$ cat src/rtl/aes_pkg.sv
// Shared AES-128 key-expansion definitions: round count, first round
// constant, controller state encoding and the GF(2^8) doubling helper.
package aes_pkg;

  localparam int         NR        = 10;
  localparam logic [7:0] RCON_INIT = 8'h01;

  typedef enum logic [1:0] {
    IDLE = 2'd0,
    SUB  = 2'd1,
    MIX  = 2'd2
  } state_t;

  // Multiply by x in GF(2^8): shift left, reduce by 0x1B on carry-out
  function automatic logic [7:0] xtime(input logic [7:0] b);
    return {b[6:0], 1'b0} ^ (b[7] ? 8'h1B : 8'h00);
  endfunction

endpackage

$ cat src/rtl/aes_sbox.sv
// Combinational FIPS-197 forward S-box lookup.
module aes_sbox (
  input  logic [7:0] in,
  output logic [7:0] out
);

  localparam logic [7:0] SBOX [256] = '{
    8'h63, 8'h7c, 8'h77, 8'h7b, 8'hf2, 8'h6b, 8'h6f, 8'hc5, 8'h30, 8'h01, 8'h67, 8'h2b, 8'hfe, 8'hd7, 8'hab, 8'h76,
    8'hca, 8'h82, 8'hc9, 8'h7d, 8'hfa, 8'h59, 8'h47, 8'hf0, 8'had, 8'hd4, 8'ha2, 8'haf, 8'h9c, 8'ha4, 8'h72, 8'hc0,
    8'hb7, 8'hfd, 8'h93, 8'h26, 8'h36, 8'h3f, 8'hf7, 8'hcc, 8'h34, 8'ha5, 8'he5, 8'hf1, 8'h71, 8'hd8, 8'h31, 8'h15,
    8'h04, 8'hc7, 8'h23, 8'hc3, 8'h18, 8'h96, 8'h05, 8'h9a, 8'h07, 8'h12, 8'h80, 8'he2, 8'heb, 8'h27, 8'hb2, 8'h75,
    8'h09, 8'h83, 8'h2c, 8'h1a, 8'h1b, 8'h6e, 8'h5a, 8'ha0, 8'h52, 8'h3b, 8'hd6, 8'hb3, 8'h29, 8'he3, 8'h2f, 8'h84,
    8'h53, 8'hd1, 8'h00, 8'hed, 8'h20, 8'hfc, 8'hb1, 8'h5b, 8'h6a, 8'hcb, 8'hbe, 8'h39, 8'h4a, 8'h4c, 8'h58, 8'hcf,
    8'hd0, 8'hef, 8'haa, 8'hfb, 8'h43, 8'h4d, 8'h33, 8'h85, 8'h45, 8'hf9, 8'h02, 8'h7f, 8'h50, 8'h3c, 8'h9f, 8'ha8,
    8'h51, 8'ha3, 8'h40, 8'h8f, 8'h92, 8'h9d, 8'h38, 8'hf5, 8'hbc, 8'hb6, 8'hda, 8'h21, 8'h10, 8'hff, 8'hf3, 8'hd2,
    8'hcd, 8'h0c, 8'h13, 8'hec, 8'h5f, 8'h97, 8'h44, 8'h17, 8'hc4, 8'ha7, 8'h7e, 8'h3d, 8'h64, 8'h5d, 8'h19, 8'h73,
    8'h60, 8'h81, 8'h4f, 8'hdc, 8'h22, 8'h2a, 8'h90, 8'h88, 8'h46, 8'hee, 8'hb8, 8'h14, 8'hde, 8'h5e, 8'h0b, 8'hdb,
    8'he0, 8'h32, 8'h3a, 8'h0a, 8'h49, 8'h06, 8'h24, 8'h5c, 8'hc2, 8'hd3, 8'hac, 8'h62, 8'h91, 8'h95, 8'he4, 8'h79,
    8'he7, 8'hc8, 8'h37, 8'h6d, 8'h8d, 8'hd5, 8'h4e, 8'ha9, 8'h6c, 8'h56, 8'hf4, 8'hea, 8'h65, 8'h7a, 8'hae, 8'h08,
    8'hba, 8'h78, 8'h25, 8'h2e, 8'h1c, 8'ha6, 8'hb4, 8'hc6, 8'he8, 8'hdd, 8'h74, 8'h1f, 8'h4b, 8'hbd, 8'h8b, 8'h8a,
    8'h70, 8'h3e, 8'hb5, 8'h66, 8'h48, 8'h03, 8'hf6, 8'h0e, 8'h61, 8'h35, 8'h57, 8'hb9, 8'h86, 8'hc1, 8'h1d, 8'h9e,
    8'he1, 8'hf8, 8'h98, 8'h11, 8'h69, 8'hd9, 8'h8e, 8'h94, 8'h9b, 8'h1e, 8'h87, 8'he9, 8'hce, 8'h55, 8'h28, 8'hdf,
    8'h8c, 8'ha1, 8'h89, 8'h0d, 8'hbf, 8'he6, 8'h42, 8'h68, 8'h41, 8'h99, 8'h2d, 8'h0f, 8'hb0, 8'h54, 8'hbb, 8'h16
  };

  assign out = SBOX[in];

endmodule

$ cat src/rtl/key_expansion_ctrl.sv
// AES-128 key-expansion controller: one shared S-box substitutes the four
// bytes of RotWord(w3) over four SUB cycles, then a MIX cycle produces the
// next round key. All eleven round keys are held for combinational readout.
module key_expansion_ctrl
  import aes_pkg::*;
#(
  parameter int NR = aes_pkg::NR
) (
  input  logic         clk,
  input  logic         rst_n,
  input  logic         start,
  input  logic [127:0] cipher_key,
  output logic         ready,
  output logic         busy,
  output logic         done,
  output logic         keys_valid,
  input  logic [3:0]   rk_addr,
  output logic [127:0] rk_data
);

  state_t       state;
  state_t       state_next;
  logic [3:0]   round;
  logic [1:0]   byte_idx;
  logic [7:0]   rcon;
  logic [31:0]  temp;
  logic [127:0] rk [0:10];

  logic [127:0] prev_key;
  logic [31:0]  rot_word;
  logic [7:0]   sbox_in;
  logic [7:0]   sbox_out;
  logic [31:0]  g_word;
  logic [31:0]  w0n, w1n, w2n, w3n;

  // Previous round key (rk[round-1]) feeds both the S-box and the MIX step
  always_comb begin
    prev_key = '0;
    for (int i = 0; i < 11; i++) begin
      if (round == 4'(i + 1)) prev_key = rk[i];
    end
  end

  // Pick the byte of RotWord(w3) for this SUB cycle, MSB first
  always_comb begin
    rot_word = {prev_key[23:0], prev_key[31:24]};
    sbox_in  = 8'h00;
    case (byte_idx)
      2'd0: sbox_in = rot_word[31:24];
      2'd1: sbox_in = rot_word[23:16];
      2'd2: sbox_in = rot_word[15:8];
      2'd3: sbox_in = rot_word[7:0];
      default: sbox_in = 8'h00;
    endcase
  end

  aes_sbox u_sbox (
    .in  (sbox_in),
    .out (sbox_out)
  );

  // XOR chain forming the next round key from temp and the previous key
  always_comb begin
    g_word = temp ^ {rcon, 24'h0};
    w0n    = prev_key[127:96] ^ g_word;
    w1n    = prev_key[95:64]  ^ w0n;
    w2n    = prev_key[63:32]  ^ w1n;
    w3n    = prev_key[31:0]   ^ w2n;
  end

  // Round-key read port; out-of-range indices read as zero
  always_comb begin
    rk_data = '0;
    for (int i = 0; i < 11; i++) begin
      if (rk_addr == 4'(i)) rk_data = rk[i];
    end
  end

  // State register
  always_ff @(posedge clk or negedge rst_n) begin
    if (!rst_n) state <= IDLE;
    else        state <= state_next;
  end

  // Next-state logic and status outputs
  always_comb begin
    state_next = state;
    ready      = (state == IDLE);
    busy       = (state != IDLE);
    case (state)
      IDLE: if (start) state_next = SUB;
      SUB:  if (byte_idx == 2'd3) state_next = MIX;
      MIX:  state_next = (round == 4'(NR)) ? IDLE : SUB;
      default: state_next = IDLE;
    endcase
  end

  // Datapath: key capture, byte substitution, round-key write, flags
  always_ff @(posedge clk or negedge rst_n) begin
    if (!rst_n) begin
      round      <= 4'd0;
      byte_idx   <= 2'd0;
      rcon       <= RCON_INIT;
      temp       <= '0;
      done       <= 1'b0;
      keys_valid <= 1'b0;
      for (int i = 0; i < 11; i++) rk[i] <= '0;
    end else begin
      done <= 1'b0;
      case (state)
        IDLE: begin
          if (start) begin
            rk[0]      <= cipher_key;
            round      <= 4'd1;
            byte_idx   <= 2'd0;
            rcon       <= RCON_INIT;
            keys_valid <= 1'b0;
          end
        end
        SUB: begin
          case (byte_idx)
            2'd0: temp[31:24] <= sbox_out;
            2'd1: temp[23:16] <= sbox_out;
            2'd2: temp[15:8]  <= sbox_out;
            2'd3: temp[7:0]   <= sbox_out;
            default: temp     <= temp;
          endcase
          byte_idx <= byte_idx + 2'd1;
        end
        MIX: begin
          for (int i = 1; i < 11; i++) begin
            if (round == 4'(i)) rk[i] <= {w0n, w1n, w2n, w3n};
          end
          if (round == 4'(NR)) begin
            done       <= 1'b1;
            keys_valid <= 1'b1;
          end else begin
            round <= round + 4'd1;
            rcon  <= xtime(rcon);
          end
        end
        default: ;
      endcase
    end
  end

endmodule
$ cat config.mk
export PLATFORM = sky130hd
export DESIGN_NAME = key_expansion_ctrl
export DESIGN_NICKNAME = d
export VERILOG_FILES = /design/src/rtl/aes_pkg.sv /design/src/rtl/aes_sbox.sv /design/src/rtl/key_expansion_ctrl.sv
export SDC_FILE = /design/constraint.sdc
export NUM_CORES = 2
export LEC_CHECK = 0
export CAP_MARGIN = 15
export CELL_PAD_IN_SITES_DETAIL_PLACEMENT = 0
export CELL_PAD_IN_SITES_GLOBAL_PLACEMENT = 1
export CORE_ASPECT_RATIO = 1.1
export CORE_UTILIZATION = 35
export DETAILED_ROUTE_END_ITERATION = 8
export DONT_BUFFER_PORTS = 1
export HOLD_SLACK_MARGIN = 0.15
export PLACE_DENSITY_LB_ADDON = 0.1
export SLEW_MARGIN = 10
export SYNTH_ARGS = -nofsm -noshare
export SYNTH_HDL_FRONTEND = slang
export SYNTH_SLANG_ARGS = --single-unit
export TNS_END_PERCENT = 5
$ cat constraint.sdc
create_clock -name clk -period 7 [get_ports clk]
set_clock_uncertainty 0.15 [all_clocks]
set_input_delay 0.7 -clock clk [delete_from_list [all_inputs] [get_ports clk]]
set_output_delay 0.7 -clock clk [all_outputs]
set_load 0.005 [all_outputs]
# Yosys cells after proc, flatten, opt, wreduce, memory -nomap -nowiden
# Memories as Yosys holds them, arrays and structs flattened.
# Index checks and enable logic that the tools add are counted.
classes:
  n_addsub: 2
  order_cmp: 1
  n_eq_ne: 30
  mux: 43
  bitwise_logic: 7
  reduce_logical: 25
ops:
  columns: ["cell", "n"]
  rows:
  - ["2-to-1 mux 128 bit", 22]
  - ["bitwise XOR 32 bit", 5]
  - ["AND reduction 2 bit", 17]
  - ["equality test 4 x 3 -> 1 bit (second input constant)", 8]
  - ["2-to-1 mux 8 bit", 4]
  - ["case mux 8 bit (4 select lines)", 1]
  - ["equality test 4 bit (second input constant)", 7]
  - ["equality test 4 x 2 -> 1 bit (second input constant)", 4]
  - ["case mux 8 bit (2 select lines)", 1]
  - [">= comparator 9 bit (second input constant)", 1]
  - ["inverter 8 -> 9 bit", 1]
  - ["equality test 4 x 1 -> 1 bit (second input constant)", 2]
  - ["2-to-1 mux 4 bit", 2]
  - ["!= test 2 bit (second input constant)", 4]
  - ["case mux 4 bit (2 select lines)", 1]
  - ["bitwise XOR 8 x 5 -> 8 bit", 1]
  - ["equality test 2 bit (second input constant)", 3]
  - ["2-to-1 mux 2 bit", 3]
  - ["case mux 2 bit (3 select lines)", 1]
  - ["AND reduction 3 bit", 2]
  - ["nonzero test 2 bit", 3]
  - ["2-to-1 mux 1 bit", 5]
  - ["2-to-1 mux 5 bit", 1]
  - ["adder 4 x 1 -> 4 bit (second input constant)", 1]
  - ["other kinds (6)", 8]
totals:
  regBits: 1458
  mem_bits_ro: 2048
  in_bits: 135
  output_inout_bits: 132
  word_cells: 130
  mem_count: 1
mem_list:
  columns: ["name", "depth", "word_bits", "read_ports", "rd_clocked_by_memory_dff", "write_ports", "line_no", "text"]
  rows:
  - ["(name not given)", 256, 8, 1, 0, 0, "aes_sbox.sv:26", "assign out = SBOX[in];"]

# Longest topological paths before layout
depth:
  word_depth: 17
  depth_mapped: 23
  ltp_nobuf: 17

# By module
# A second synthesis with hierarchy kept.
hier_totals:
  hier_cells: 8960
  hier_area_um2: 78650.4
modules_own_cells:
  columns: ["module", "instances", "cells_per_inst", "area_per_inst_um2", "seq_area_each_um2"]
  rows:
  - ["key_expansion_ctrl", 1, 8395, 75152.1, 36486.2]
  - ["aes_sbox", 1, 565, 3498.4, 0.0]

# Worst setup path before layout
# Ideal clock, no wire load.
synth_timing:
  kind: "register -> register"
  start: "register round[0]"
  end: "register temp[15]"
  setup_time_ps: 153
  t_arrival_ps: 4463
  required_time_ps: 6697
  setup_slack_ps: 2235
  path_stages_with_launch: 20
  path_buffers: 4
  period_less_slack_ps: 4765
  path_cell_list: "dfrtp_1 > inv_1 > ha_1 > buf_2 > nor4b_4 > buf_6 > o2bb2ai_1 > a22oi_1 > nor4_2 > nor4_4 > nor2_4 > clkbuf_1 > ha_1 > clkbuf_1 > inv_1 > nand3_1 > a311oi_1 > o311a_1 > o31ai_1 > a41oi_1"
synth_between:
  elab_chain_cells: 17
  elab_cells_between_ends: 27
  cone_classes: "eq/ne: 11; mux: 14; bitwise: 1; memory: 1"
synth_lines:
  columns: ["item", "line_no", "text"]
  rows:
  - ["start, declared", "key_expansion_ctrl.sv:23", "logic [3:0] round;"]
  - ["start signal, assigned", "key_expansion_ctrl.sv:138", "round <= round + 4'd1;"]
  - ["equality test 4 x 1 -> 1 bit", "key_expansion_ctrl.sv:40", "if (round == 4'(i + 1)) prev_key = rk[i];"]
  - ["2-to-1 mux 128 bit (10 in series)", "key_expansion_ctrl.sv:40", null]
  - ["2-to-1 mux 128 bit (*)", "key_expansion_ctrl.sv:40", null]
  - ["case mux 8 bit (4 select lines) (*)", "key_expansion_ctrl.sv:48", "case (byte_idx)"]
  - ["inverter 8 -> 9 bit (implied by the code) (*)", "aes_sbox.sv:26", null]
  - ["memory read (256 x 8 bit) (*)", null, null]
  - ["2-to-1 mux 8 bit (implied by the code) (*) (2 in series)", "aes_sbox.sv:26", null]
  - ["end signal, assigned", "key_expansion_ctrl.sv:124", "2'd2: temp[15:8] <= sbox_out;"]
  - ["end signal, assigned", "key_expansion_ctrl.sv:126", "default: temp <= temp;"]
  - ["end, declared", "key_expansion_ctrl.sv:26", "logic [31:0] temp;"]
# Every way passes the cells marked *; elsewhere a longest branch is shown, timed or not. The select of a mux whose other input is x is not followed.
# A chain may end at the register's enable or synchronous reset.

# Final worst setup path
layout_timing:
  start: "register round[0]"
  end: "register temp[4]"
# The elaborated chain is that of the path after synthesis.

==> flow_results.xml <==
<?xml version="1.0" encoding="UTF-8"?>
<metrics>
  <group name="flow_run">
    <metric name="max_cap_violations" unit="">0</metric>
  </group>
  <group name="logic_synthesis">
    <metric name="synth_top_flop_cell" unit="">dfrtp_1</metric>
    <metric name="post_synth.cell_area_avg" unit="sq um">8.39</metric>
    <metric name="post_synthesis_instance_area" unit="sq um">77100</metric>
    <metric name="ys_warn_count" unit="">0</metric>
    <metric name="ys_ff_latch" unit="">1458</metric>
    <metric name="synth_top_family_by_area" unit="">compound AO/OA/AOI/OAI gates</metric>
    <metric name="synth.top_cell.area_share" unit="">0.473</metric>
    <metric name="synthMuxAreaShare" unit="">0.00149</metric>
    <metric name="postSynthNetCount" unit="">9341</metric>
    <metric name="synth_cell_type_count" unit="">116</metric>
    <metric name="synth_largest_area_cell" unit="">dfrtp_1</metric>
    <metric name="synthTopCellsByArea" unit="">dfrtp_1 (47%), o21ai_0 (10%), nand2_1 (10%), a22oi_1 (3.8%), clkbuf_1 (3.7%)</metric>
    <metric name="synth_cells" unit="">9186</metric>
    <metric name="number_of_enable_type_register_cells_in_the_synthesized_netlist" unit="">0</metric>
    <metric name="yosys.area_share.adder" unit="">0.00325</metric>
    <metric name="async_reset_ff_frac" unit="">1.00</metric>
    <metric name="synth-seq-area-share" unit="">0.474</metric>
    <metric name="post_synth_xor_area_fraction" unit="">0.0164</metric>
    <metric name="synth-compound-area-share" unit="">0.299</metric>
    <metric name="synth_simple_gate_area_share" unit="">0.155</metric>
  </group>
  <group name="clocking">
    <metric name="clock-sinks" unit="">1458</metric>
    <metric name="cts.htree.levels" unit="">4</metric>
    <metric name="cells_resized_by_post_cts_repair" unit="">0</metric>
    <metric name="cts-root-buf" unit="">clkbuf_16</metric>
    <metric name="cts.clk_slew.worst_paths" unit="ns">0.06</metric>
    <metric name="clock_latency" unit="ns">0.86</metric>
    <metric name="cts.path.max_buffers" unit="">3</metric>
    <metric name="cts_tree" unit="">yes</metric>
    <metric name="cts_inserted_buffers" unit="">173</metric>
  </group>
  <group name="placed_design">
    <metric name="placedInstanceArea" unit="sq um">80800</metric>
    <metric name="io_buffers" unit="">0</metric>
    <metric name="post-dp-hpwl" unit="um">231000</metric>
    <metric name="dpl.cell_count" unit="">11600</metric>
    <metric name="finalWeightedCongestion" unit="">0.997</metric>
  </group>
  <group name="floorplanning">
    <metric name="die_x" unit="um">449</metric>
    <metric name="die-area" unit="sq um">222000</metric>
    <metric name="die-height" unit="um">494</metric>
    <metric name="effective_utilization_at_floorplan" unit="">0.352</metric>
    <metric name="core-area" unit="sq um">219000</metric>
    <metric name="row_cnt" unit="">180</metric>
    <metric name="io_pins" unit="">267</metric>
  </group>
  <group name="sta">
    <metric name="max_freq" unit="MHz">154</metric>
    <metric name="final-max-slew-violation-count" unit="">0</metric>
    <metric name="finalSetupViolations" unit="">0</metric>
    <metric name="fin_tns_setup" unit="ns">0</metric>
    <metric name="worstMarginPinSlew" unit="ns">1.50</metric>
    <metric name="slew_headroom" unit="">0.00187</metric>
    <metric name="fin_hold_ws" unit="ns">0.180</metric>
    <metric name="layout_worst_path_cycle_share" unit="">0.927</metric>
    <metric name="grt_setup_unrepaired" unit="">false</metric>
    <metric name="final-hold-violation-count" unit="">0</metric>
    <metric name="post-route-min-period" unit="ns">6.49</metric>
  </group>
  <group name="cells_and_area">
    <metric name="area_growth_syn_to_layout" unit="%">14.3</metric>
    <metric name="mostFrequentLayoutCells" unit="">nand2_1 (2059), o21ai_0 (1597), dfrtp_1 (1455), nor2_1 (485), a21oi_1 (468)</metric>
    <metric name="num-nets-final" unit="">9106</metric>
    <metric name="post_route_cells_drive_above_1_share" unit="">0.0886</metric>
    <metric name="final_cell_area" unit="sq um">88100</metric>
    <metric name="finalNonFillerCells" unit="">12000</metric>
    <metric name="mostFrequentLayoutCell" unit="">nand2_1</metric>
    <metric name="postLayoutCoreUtil" unit="">0.403</metric>
    <metric name="fill_cells" unit="">22200</metric>
  </group>
  <group name="global_routing">
    <metric name="first_global_vias" unit="">70700</metric>
    <metric name="wire_length_of_the_first_global_routing_pass" unit="um">539000</metric>
    <metric name="grt_antenna_before_repair" unit="">5</metric>
    <metric name="grt_overflow" unit="">0</metric>
    <metric name="globalRouteTotalUtil" unit="">0.333</metric>
    <metric name="grt_max_degree" unit="">231</metric>
  </group>
  <group name="detailed_routing">
    <metric name="drt-initial-drc-count" unit="">8824</metric>
    <metric name="dr.pass1.iters" unit="">9</metric>
    <metric name="vias" unit="">73100</metric>
    <metric name="remaining_drc_errors" unit="">0</metric>
    <metric name="ant_nets" unit="">0</metric>
    <metric name="viasPerCell" unit="">6.08</metric>
    <metric name="routed_wl_per_cell" unit="um">31.4</metric>
    <metric name="wl" unit="um">377000</metric>
  </group>
  <group name="critical_path">
    <metric name="path_max_fanout" unit="">69</metric>
    <metric name="critical_setup_path_kind" unit="">register to register</metric>
    <metric name="required_arrival_time_at_the_worst_endpoint" unit="ns">7.55</metric>
    <metric name="critPathLaunchType" unit="">register</metric>
    <metric name="timing.critical_path.to_type" unit="">register</metric>
    <metric name="timing.critical_path.arrival" unit="ns">7.04</metric>
  </group>
  <group name="power_and_ir_drop">
    <metric name="vdd_drop_max" unit="uV">406</metric>
    <metric name="power_density" unit="nW/um^2">574</metric>
    <metric name="leakage" unit="nW">37.5</metric>
  </group>
  <group name="hold_path">
    <metric name="min-delay-path-class" unit="">input pin to register</metric>
  </group>
  <group name="run_status">
    <metric name="result_of_the_run" unit="">finished, final reports clean</metric>
  </group>
</metrics>
worst paths after layout:
kind | start | endpoint | slack (ns) | cells past startpoint
min | start | rk[1295] | 0.18 | 3
max in group asynchronous | rst_n | rk[1383] | 1.54 | 8
max | round[0] | temp[4] | 0.51 | 16
min reg2reg | rk[585] | rk[585] | 0.35 | 2
max reg2reg | round[0] | temp[4] | 0.51 | 16
min in group asynchronous | rst_n | rk[1320] | 0.60 | 2
report_power, final:
| part | internal, mW | total, mW | switching [mW] |
|---|---|---|---|
| Combinational | 8.22 | 28.5 | 20.3 |
| Sequential | 10.4 | 12.5 | 2.15 |
| Clock | 5.54 | 9.46 | 3.91 |
area by class of cell:
class,instances,area (sq um),area share
well taps,2912,3640,0.0414
flip-flops and latches,1458,36500,0.414
inverters,48,183,0.00207
diodes,4,10.0,0.000114
multi-input cells,6744,36900,0.419
clock inverters,53,711,0.00807
clock buffers,266,5140,0.0584
repair buffers,526,5010,0.0569
per-stage QoR:
stage	worst slack, ns	total power [mW]
detailed placement	0.887	40.6
global route	0.349	52.9
CTS	0.839	50.3
finish	0.513	50.5
floorplan	2.23	25.8
global placement	0.821	40.9
critical path: stages, from the launching register on:
cell and delay (ns):
dfrtp_1 0.48, inv_1 0.21, ha_4 0.46, buf_12 0.35, nand4bb_1 0.20, buf_4 0.25
nor2_1 0.06, o21ai_1 0.19, nand3_1 0.14, o211ai_2 0.85, nand4_1 0.83, nor2_1 0.86
o311ai_1 0.22, a2111oi_0 0.50, buf_4 0.23, a311o_2 0.17, o31ai_1 0.10
flip-flops by register name, indices dropped and copies added (netlist names):
| name | flops |
|---|---|
| state | 2 |
| byte_idx | 2 |
| rcon | 8 |
| round | 4 |
| done | 1 |
| rk | 1408 |
| keys_valid | 1 |
| temp | 32 |
per-layer routing:
metal / GRT usage / vias up / share of wire
met5: 0 / - / 0.000032
met4: 0.140 / 2 / 0.045
met3: 0.0681 / 684 / 0.081
met2: 0.523 / 3206 / 0.45
met1: 0.446 / 36600 / 0.43
li1: - / 32600 / -
logic make-up after synthesis:
| logic type | count (synthesis) |
|---|---|
| mux | 10 |
| xor+xnor | 144 |
| buf+inv | 984 |
| simple gates | 2911 |
| fa+ha+maj | 20 |
| flops | 1458 |
| compound gates | 3659 |
what timing repair did:
action	in CTS	in global routing
hold buffers	131	0
setup buffers	0	0
endpoints found under the hold margin	316	0
synthesized netlist by cell type, types with 92 or more instances:
cell type and instances:
nand2_1 2073, o21ai_0 1597, dfrtp_1 1457, clkbuf_1 750, nor2_1 491, a21oi_1 468
a22oi_1 388, o211ai_1 179, a211oi_1 153, a31oi_1 150, a222oi_1 132, a221oi_1 124
buf_2 100, nand3_1 94, xor2_1 92
(Power assumes the default switching activity.)
